**src/rtl/act_stream_seq.sv**
```systemverilog
// -----------------------------------------------------------------------------
// act_stream_seq
//
// Downstream sequencer for the temporary activation BRAM. On start_i it walks
// BRAM indices 0..MAC_CNT-1 and absorbs the BRAM's one-cycle read latency with
// a two-entry {data, index} FIFO. The FIFO head is streamed to the next layer
// under valid/ready flow control. When the last entry has been accepted, the
// block pulses clear_o and done_o together, then returns to idle.
//
// Optional feature macro: ACT_STREAM_RELU_EN
//   defined     -> negative captured activations (MSB set) become zero at push
//   not defined -> activations pass through bit-exact
//
// Ports
//   clk_i              clock, all state on the rising edge
//   rstn_i             asynchronous active-low reset
//   start_i            one-cycle pulse, BRAM loaded; ignored unless idle
//   rd_temp_en_o       BRAM read enable
//   temp_bram_index_o  BRAM read index
//   temp_data_i        BRAM data_out, valid the cycle after rd_temp_en_o
//   clear_o            one-cycle BRAM clear pulse at end of pass
//   act_o              streamed activation
//   act_index_o        index of act_o
//   act_valid_o        act_o valid
//   act_last_o         act_o carries index MAC_CNT-1
//   ready_i            downstream accepts act_o this cycle
//   busy_o             sequencer not idle
//   done_o             one-cycle pulse, pass complete
// -----------------------------------------------------------------------------
module act_stream_seq #(
    parameter int MAC_CNT    = 128,
    parameter int DATA_WIDTH = 8,
    parameter int ADDR_WIDTH = $clog2(MAC_CNT)
) (
    input  logic                  clk_i,
    input  logic                  rstn_i,
    input  logic                  start_i,
    output logic                  rd_temp_en_o,
    output logic [ADDR_WIDTH-1:0] temp_bram_index_o,
    input  logic [DATA_WIDTH-1:0] temp_data_i,
    output logic                  clear_o,
    output logic [DATA_WIDTH-1:0] act_o,
    output logic [ADDR_WIDTH-1:0] act_index_o,
    output logic                  act_valid_o,
    output logic                  act_last_o,
    input  logic                  ready_i,
    output logic                  busy_o,
    output logic                  done_o
);

    typedef enum logic [1:0] {
        ST_IDLE   = 2'd0,
        ST_STREAM = 2'd1,
        ST_DRAIN  = 2'd2,
        ST_CLEAR  = 2'd3
    } state_t;

    localparam logic [ADDR_WIDTH-1:0] LAST_IDX = ADDR_WIDTH'(MAC_CNT - 1);

    // Shapes captured BRAM data before it enters the FIFO.
    function automatic logic [DATA_WIDTH-1:0] shape_data(input logic [DATA_WIDTH-1:0] d);
`ifdef ACT_STREAM_RELU_EN
        return d[DATA_WIDTH-1] ? {DATA_WIDTH{1'b0}} : d;
`else
        return d;
`endif
    endfunction

    state_t                state_q, state_d;
    logic [ADDR_WIDTH-1:0] rd_idx_q, rd_idx_d;
    logic                  rd_inflight_q, rd_inflight_d;
    logic [ADDR_WIDTH-1:0] inflight_idx_q, inflight_idx_d;
    logic [DATA_WIDTH-1:0] head_data_q, head_data_d;
    logic [ADDR_WIDTH-1:0] head_idx_q, head_idx_d;
    logic [DATA_WIDTH-1:0] tail_data_q, tail_data_d;
    logic [ADDR_WIDTH-1:0] tail_idx_q, tail_idx_d;
    logic [1:0]            count_q, count_d;
    logic                  busy_q, busy_d;
    logic                  done_q, done_d;
    logic                  clear_q, clear_d;

    logic                  pop_s;
    logic                  push_s;
    logic [2:0]            occ_s;
    logic                  rd_en_s;
    logic [DATA_WIDTH-1:0] push_data_s;

    // Read issue: allowed only while streaming and when the FIFO plus the read
    // already in flight, net of this cycle's pop, leaves room for one more.
    always_comb begin
        pop_s       = (count_q != 2'd0) & ready_i;
        push_s      = rd_inflight_q;
        push_data_s = shape_data(temp_data_i);
        occ_s       = {1'b0, count_q} + {2'b00, rd_inflight_q} - {2'b00, pop_s};
        rd_en_s     = (state_q == ST_STREAM) && (occ_s < 3'd2);
    end

    // Two-entry FIFO: head feeds the stream outputs, tail buffers one more.
    always_comb begin
        head_data_d    = head_data_q;
        head_idx_d     = head_idx_q;
        tail_data_d    = tail_data_q;
        tail_idx_d     = tail_idx_q;
        count_d        = count_q;
        rd_inflight_d  = rd_en_s;
        inflight_idx_d = rd_en_s ? rd_idx_q : inflight_idx_q;
        case ({push_s, pop_s})
            2'b10: begin
                count_d = count_q + 2'd1;
                if (count_q == 2'd0) begin
                    head_data_d = push_data_s;
                    head_idx_d  = inflight_idx_q;
                end else begin
                    tail_data_d = push_data_s;
                    tail_idx_d  = inflight_idx_q;
                end
            end
            2'b01: begin
                count_d     = count_q - 2'd1;
                head_data_d = tail_data_q;
                head_idx_d  = tail_idx_q;
            end
            2'b11: begin
                // Occupancy unchanged; the new entry lands behind what remains.
                if (count_q == 2'd1) begin
                    head_data_d = push_data_s;
                    head_idx_d  = inflight_idx_q;
                end else begin
                    head_data_d = tail_data_q;
                    head_idx_d  = tail_idx_q;
                    tail_data_d = push_data_s;
                    tail_idx_d  = inflight_idx_q;
                end
            end
            default: begin
                count_d = count_q;
            end
        endcase
    end

    // Pass sequencing and read index counter.
    always_comb begin
        state_d  = state_q;
        rd_idx_d = rd_idx_q;
        case (state_q)
            ST_IDLE: begin
                if (start_i) begin
                    state_d  = ST_STREAM;
                    rd_idx_d = {ADDR_WIDTH{1'b0}};
                end else begin
                    state_d = ST_IDLE;
                end
            end
            ST_STREAM: begin
                if (rd_en_s) begin
                    if (rd_idx_q == LAST_IDX) begin
                        state_d = ST_DRAIN;
                    end else begin
                        rd_idx_d = rd_idx_q + ADDR_WIDTH'(1);
                    end
                end else begin
                    state_d = ST_STREAM;
                end
            end
            ST_DRAIN: begin
                // Look at next-cycle occupancy so the clear lands right after
                // the final beat is accepted.
                if ((count_d == 2'd0) && !rd_inflight_d) begin
                    state_d = ST_CLEAR;
                end else begin
                    state_d = ST_DRAIN;
                end
            end
            ST_CLEAR: begin
                state_d  = ST_IDLE;
                rd_idx_d = {ADDR_WIDTH{1'b0}};
            end
            default: begin
                state_d  = ST_IDLE;
                rd_idx_d = {ADDR_WIDTH{1'b0}};
            end
        endcase
        busy_d  = (state_d != ST_IDLE);
        done_d  = (state_d == ST_CLEAR);
        clear_d = (state_d == ST_CLEAR);
    end

    // State, FIFO and status registers.
    always_ff @(posedge clk_i or negedge rstn_i) begin
        if (!rstn_i) begin
            state_q        <= ST_IDLE;
            rd_idx_q       <= {ADDR_WIDTH{1'b0}};
            rd_inflight_q  <= 1'b0;
            inflight_idx_q <= {ADDR_WIDTH{1'b0}};
            head_data_q    <= {DATA_WIDTH{1'b0}};
            head_idx_q     <= {ADDR_WIDTH{1'b0}};
            tail_data_q    <= {DATA_WIDTH{1'b0}};
            tail_idx_q     <= {ADDR_WIDTH{1'b0}};
            count_q        <= 2'd0;
            busy_q         <= 1'b0;
            done_q         <= 1'b0;
            clear_q        <= 1'b0;
        end else begin
            state_q        <= state_d;
            rd_idx_q       <= rd_idx_d;
            rd_inflight_q  <= rd_inflight_d;
            inflight_idx_q <= inflight_idx_d;
            head_data_q    <= head_data_d;
            head_idx_q     <= head_idx_d;
            tail_data_q    <= tail_data_d;
            tail_idx_q     <= tail_idx_d;
            count_q        <= count_d;
            busy_q         <= busy_d;
            done_q         <= done_d;
            clear_q        <= clear_d;
        end
    end

    // Output mapping; read enable depends on this cycle's pop so it stays
    // combinational to keep one read per cycle under continuous ready.
    always_comb begin
        rd_temp_en_o      = rd_en_s;
        temp_bram_index_o = rd_idx_q;
        act_o             = head_data_q;
        act_index_o       = head_idx_q;
        act_valid_o       = (count_q != 2'd0);
        act_last_o        = (count_q != 2'd0) && (head_idx_q == LAST_IDX);
        busy_o            = busy_q;
        done_o            = done_q;
        clear_o           = clear_q;
    end

endmodule

```
**config.mk**
```make
export PLATFORM = sky130hd
export DESIGN_NAME = act_stream_seq
export DESIGN_NICKNAME = d
export VERILOG_FILES = /design/src/rtl/act_stream_seq.sv
export SDC_FILE = /design/constraint.sdc
export NUM_CORES = 1
export LEC_CHECK = 0
export CAP_MARGIN = 20
export CORE_MARGIN = 1.5
export CORE_UTILIZATION = 50
export CTS_BUF_LIST = sky130_fd_sc_hd__clkbuf_4
export DETAILED_ROUTE_END_ITERATION = 8
export PLACE_DENSITY_LB_ADDON = 0.1
export SYNTH_ARGS = -nofsm -noshare
export SYNTH_HDL_FRONTEND = slang
export SYNTH_SLANG_ARGS = --single-unit
```
**constraint.sdc**
```tcl
create_clock -name clk_i -period 4.7 [get_ports clk_i]
set_clock_uncertainty 0.15 [all_clocks]
set_input_delay 0.94 -clock clk_i [delete_from_list [all_inputs] [get_ports clk_i]]
set_output_delay 0.94 -clock clk_i [all_outputs]
set_load 0.1 [all_outputs]
```
==> results.md, run 1 <==
* Die width at 72.0 um
* Worst Slack Setup Final at 217 ps
* Crit Path Category: input port to output pin
* First-pass GRT wire length at 7.37 mm
* Worst R2R Start: count_q[1]
* Register clock-pin slew on the reported worst setup and hold paths at 140 ps
* Main combinational cell family by area after synthesis: compound AO/OA/AOI/OAI gates
* Initial Utilization at 0.532
* I/O Pins at 40
* Share of cells above drive strength 1 at 0.178
* Adder-Cell Fraction of Synth Area at 0.0452
* Met1 Track Usage GR at 0.259
* RSZ-0062 raised after global routing: false
* Gates resized, CTS repair at 0
* Area occupied by multi-input gates at 1040 um^2
* Via count at 1697
* Worst Setup EP: rd_temp_en_o
* Largest net degree at the start of global routing at 32
* # rows at 24
* Post-synth top area cell: dfrtp_1
* Worst setup path startpoint: ready_i
* Min cycle time layout at 4480 ps
* Routability congestion estimate at 0.884
* Worst Reg-to-Reg Cells at 11
* ANT cells at 0
* Root Buffer: clkbuf_4
* Synthesized Nets at 230
* Sequential Area at 1280 um^2
* Type of the worst min-delay path: flip-flop to flip-flop
* Mux cell area share after synthesis at 0.113
* Status: finished, final reports clean
* Largest cells by area after synthesis: dfrtp_1 54%, mux2_2 10%, o21ai_0 4.8%
* Most frequent cells in the layout: 51 x dfrtp_1, 37 x clkdlybuf4s50_1, 23 x o21ai_0, 23 x nand2_1, 22 x mux2_2
* Critical Path RT at 3610 ps
* Pre-antenna DRT Iters at 4
* Synth top area share at 0.537
* R2r endpoint: temp_bram_index_o[4]
* Worst setup SP type: input port
* Simple-Gate Fraction of Synth Area at 0.115
* FFs w/ async S/R, synth at 1.00
* Synth Cell Area at 2380 um^2
* FMAX at 0.223 GHz
* Sum Neg Setup Slack at 0 ps
* Global route overflow at 0
* Busiest grt layer: met2
* CTS buffer count at 5
* Initial antenna violation count at 0
* HPWL Detailed at 3.02 mm
* DRC viols at 0
* Total GRT Usage at 0.180
* R2R Setup Slk at 1330 ps
* Sequential fraction of the synthesis area at 0.537
* Post-Synthesis Cells at 210
* Die height at 72.0 um
* Worst slew pin tran at 992 ps
* Vias in the first global route at 1591
* CORE AREA at 4470 um^2
* Critical path peak fanout at 8
* Die footprint at 5180 um^2
* Post-Syn Area per Cell at 11.3 um^2
* Cts hold-fix bufs at 0
* Fin crit share at 0.954
* H-Tree Depth at 2
* Ys flop type: dfrtp_1
* Syn-to-layout area delta at 23.5%
* Post-synthesis compound-gate area fraction at 0.157
* Met3 Usage GRT at 0.0306
* Final Max Slew Viols at 0
* Post-place setup slack at 241 ps
* Vias per cell at 5.56
* YS warnings at 0
* Global routing usage on met2 at 0.284
* Most common cell after layout, fill and taps aside: dfrtp_1
* Clk_lat worst skew at 360 ps
* FILL cells at 378
* Drt first-iter violations at 74
* TritonCTS clock tree: done
* CTS max path bufs at 2
* Detail Route Antenna Nets at 0
* Clock Sinks at 51
* Post-DR wirelength/cell at 14.0 um
* Final setup viols at 0
* Final number of hold-violating endpoints at 0
* Max-cap violations at 0
* Critical Path Sink Type: output pin
* Yosys cell types at 41
* WL final at 4.28 mm
* # nets final at 273
* Slew Limit Headroom at 0.336
* Post-synth EDFFs at 0
* Flop and latch count out of synthesis at 51
* Port Buffers at 39
* Crit path DAT at 3390 ps
* XOR/XNOR Fraction of Synth Area at 0.00684
* Setup Fix Bufs, Post-CTS at 0
==> per-stage QoR <==
stage	std cells	hold WS (ps)	cell area, um^2	utilization
final	305	343	2940	0.657
after global routing	305	391	2940	0.657
after detailed placement	297	319	2850	0.636
after floorplan	210	332	2380	-
after CTS	304	352	2920	0.653
after global placement	296	311	2830	0.632
==> kinds of logic (layout without fill, tap and decap cells) <==
kind of cell / count (synthesis) / count (layout)
xor gates and xnor gates: 1 / 1
DFF: 51 / 51
muxes: 24 / 24
buffers and inverters: 15 / 58
AOI/OAI and AO/OA: 58 / 58
and+or+nand+nor: 53 / 53
adders and majority gates: 8 / 8
==> routing by layer <==
layer  vias up  part of all wire
li1        848                 -
met1       806              0.51
met2        36              0.44
met3         7             0.036
met4         0             0.013
met5         -                 0
==> sequential cells by signal (all words and copies together) (netlist names) <==
name	flops
busy_o	1
tail_idx_q	7
push_s	1
count_q	2
clear_o	1
state_q	2
act_o	8
inflight_idx_q	7
tail_data_q	8
act_index_o	7
temp_bram_index_o	7
==> cells in the mapped netlist (all sizes together) (2+ instances only) <==
cell type	n
nor2b	4
buf	4
o21a	2
nor2	5
nand2	24
ha	7
or4	3
clkbuf	4
or2	2
o21ai	23
nand4	3
o31ai	3
and2	2
mux2	22
a21oi	6
nand2b	3
dfrtp	51
a22oi	15
mux2i	2
nand3	3
inv	7
==> worst min path at each step <==
stage                   startpoint             end  slack (ps)  depth (start not counted)
floorplan           tail_data_q[0]  tail_data_q[0]         330                          1
global placement          act_o[0]        act_o[0]         310                          2
detailed placement        act_o[1]        act_o[1]         320                          2
CTS                       act_o[1]        act_o[1]         350                          2
global route                rstn_i      count_q[0]         390                          1
finish                    act_o[1]        act_o[1]         340                          2
==> worst max-delay path: stages <==
cell and delay, ps:
clkdlybuf4s50_1 450, nor2b_1 200, ha_1 330, nand2b_1 190, fa_1 590, and2_2 200, nand2_2 120, inv_1 190
buf_12 190
==> area by class of cell <==
| cell class | count | area share |
|---|---|---|
| Clock buffer | 5 | 0.0128 |
| Clock inverter | 2 | 0.0128 |
| Inverter | 7 | 0.00894 |
| Multi-Input combinational cell | 144 | 0.355 |
| Sequential cell | 51 | 0.434 |
| Tap cell | 52 | 0.0221 |
| Timing Repair Buffer | 44 | 0.154 |
Power of run 1 is not shown: default switching activity piles up to over one toggle a cycle in this logic, so the estimate is an artifact.
==> run 2, diff against run 1 <==
--- a/config.mk
+++ b/config.mk
@@ -9,8 +9,10 @@
 export CORE_MARGIN = 1.5
 export CORE_UTILIZATION = 50
 export CTS_BUF_LIST = sky130_fd_sc_hd__clkbuf_4
+export CTS_CLUSTER_SIZE = 30
 export DETAILED_ROUTE_END_ITERATION = 8
 export PLACE_DENSITY_LB_ADDON = 0.1
+export RECOVER_POWER = 100
 export SYNTH_ARGS = -nofsm -noshare
 export SYNTH_HDL_FRONTEND = slang
 export SYNTH_SLANG_ARGS = --single-unit
==> run 2 against run 1 <==
Compared with the run above:
- the run now ends with capacitance limit, slew limit left
- register-to-register slack lost 80 ps
- maximum frequency rose by 0.51%
- final cell count unchanged
- routed wire length decreased by 0.21%
- die area stayed put
- flip-flop and latch count is the same
- utilization is 1.1 points lower
==> results.md, run 2 (synthesized netlist as in run 1, its figures left out) <==
* Status: finished with violations
* Failing checks: capacitance limit, slew limit
* Die width at 72.0 um
* Sum Neg Setup Slack at 0 ps
* Most frequent cells in the layout: 51 x dfrtp_1, 28 x dlygate4sd3_1, 23 x o21ai_0, 23 x nand2_1, 22 x mux2_2
* HPWL Detailed at 3.02 mm
* Placed cell area at 2850 um^2
* ANT cells at 0
* Register clock-pin slew on the reported worst setup and hold paths at 140 ps
* Via count at 1700
* First-pass GRT wire length at 7.37 mm
* RSZ-0062 raised after global routing: false
* Worst slew pin tran at 1630 ps
* FILL cells at 387
* Min cycle time layout at 4460 ps
* Vias per cell at 5.57
* Global route overflow at 0
* Share of cells above drive strength 1 at 0.150
* H-Tree Depth at 2
* Final Max Slew Viols at 32
* Most common cell after layout, fill and taps aside: dfrtp_1
* FMAX at 0.224 GHz
* Initial Utilization at 0.532
* Cts hold-fix bufs at 0
* Gates resized, CTS repair at 0
* Critical path peak fanout at 8
* Pre-antenna DRT Iters at 4
* Clock Sinks at 51
* Port Buffers at 39
* Total GRT Usage at 0.180
* WL final at 4.27 mm
* Type of the worst min-delay path: flip-flop to flip-flop
* Fin crit share at 0.949
* Crit path DAT at 3370 ps
* Routability congestion estimate at 0.884
* CORE AREA at 4470 um^2
* Worst setup SP type: input port
* Largest net degree at the start of global routing at 32
* Design Area, Final at 2890 um^2
* Drt first-iter violations at 90
* Die footprint at 5180 um^2
* Slew Limit Headroom at -0.0884
* Die height at 72.0 um
* Inst Count DP at 297
* Syn-to-layout area delta at 21.4%
* Root Buffer: clkbuf_4
* Clk_lat worst skew at 360 ps
* I/O Pins at 40
* Final number of hold-violating endpoints at 0
* Crit Path Category: input port to output pin
* DRC viols at 0
* TritonCTS clock tree: done
* Detail Route Antenna Nets at 0
* Layout Cells excl Fill at 305
* # rows at 24
* Post-DR wirelength/cell at 14.0 um
* Critical Path Sink Type: output pin
* CTS max path bufs at 2
* Max-cap violations at 1
* Vias in the first global route at 1591
* Initial antenna violation count at 0
* CTS buffer count at 5
* Critical Path RT at 3610 ps
* Final setup viols at 0
* Setup Fix Bufs, Post-CTS at 0
* # nets final at 273
[run 2: critical path, cell delays in order]
cell,delay [ps]
clkdlybuf4s50_1,450
nor2b_1,190
ha_1,320
nand2b_1,180
fa_1,570
and2_2,190
nand2_2,120
inv_1,160
buf_6,240
[run 2: worst paths after layout]
check / end / depth (start not counted) / start / slack (ps)
min reg2reg: act_o[1] / 2 / act_o[1] / 340
min: act_o[1] / 2 / act_o[1] / 340
max: rd_temp_en_o / 9 / ready_i / 240
max reg2reg: temp_bram_index_o[4] / 11 / count_q[1] / 1250
min in group asynchronous: clear_o / 1 / rstn_i / 570
max in group asynchronous: inflight_idx_q[0] / 2 / rstn_i / 1770
[run 2: area by class of cell]
cell class,count,area (um^2),area share
clock buffers,5,37.5,0.0130
clock inverters,2,37.5,0.0130
inverters,7,26.3,0.00910
multi-input cells,144,1030,0.355
flip-flops and latches,51,1280,0.442
well taps,52,65.1,0.0225
repair buffers,44,419,0.145
[run 2: layer usage]
metal	global-route usage	part of all wire	up-vias
li1	-	-	849
met3	0.0306	0.025	6
met1	0.259	0.52	812
met2	0.284	0.44	33
met4	0.0503	0.012	0
met5	0	0	-
[run 2: through the flow]
stage / hold slack (ps) / utilization / worst slack [ps]
6_report: 338 / 0.645 / 240
5_1_grt: 386 / 0.645 / 57.0
4_1_cts: 352 / 0.653 / 209
3_5_place_dp: 319 / 0.636 / 241
3_3_place_gp: 311 / 0.632 / 278
2_1_floorplan: 332 / - / 349
Power of run 2 is left out for the same reason.
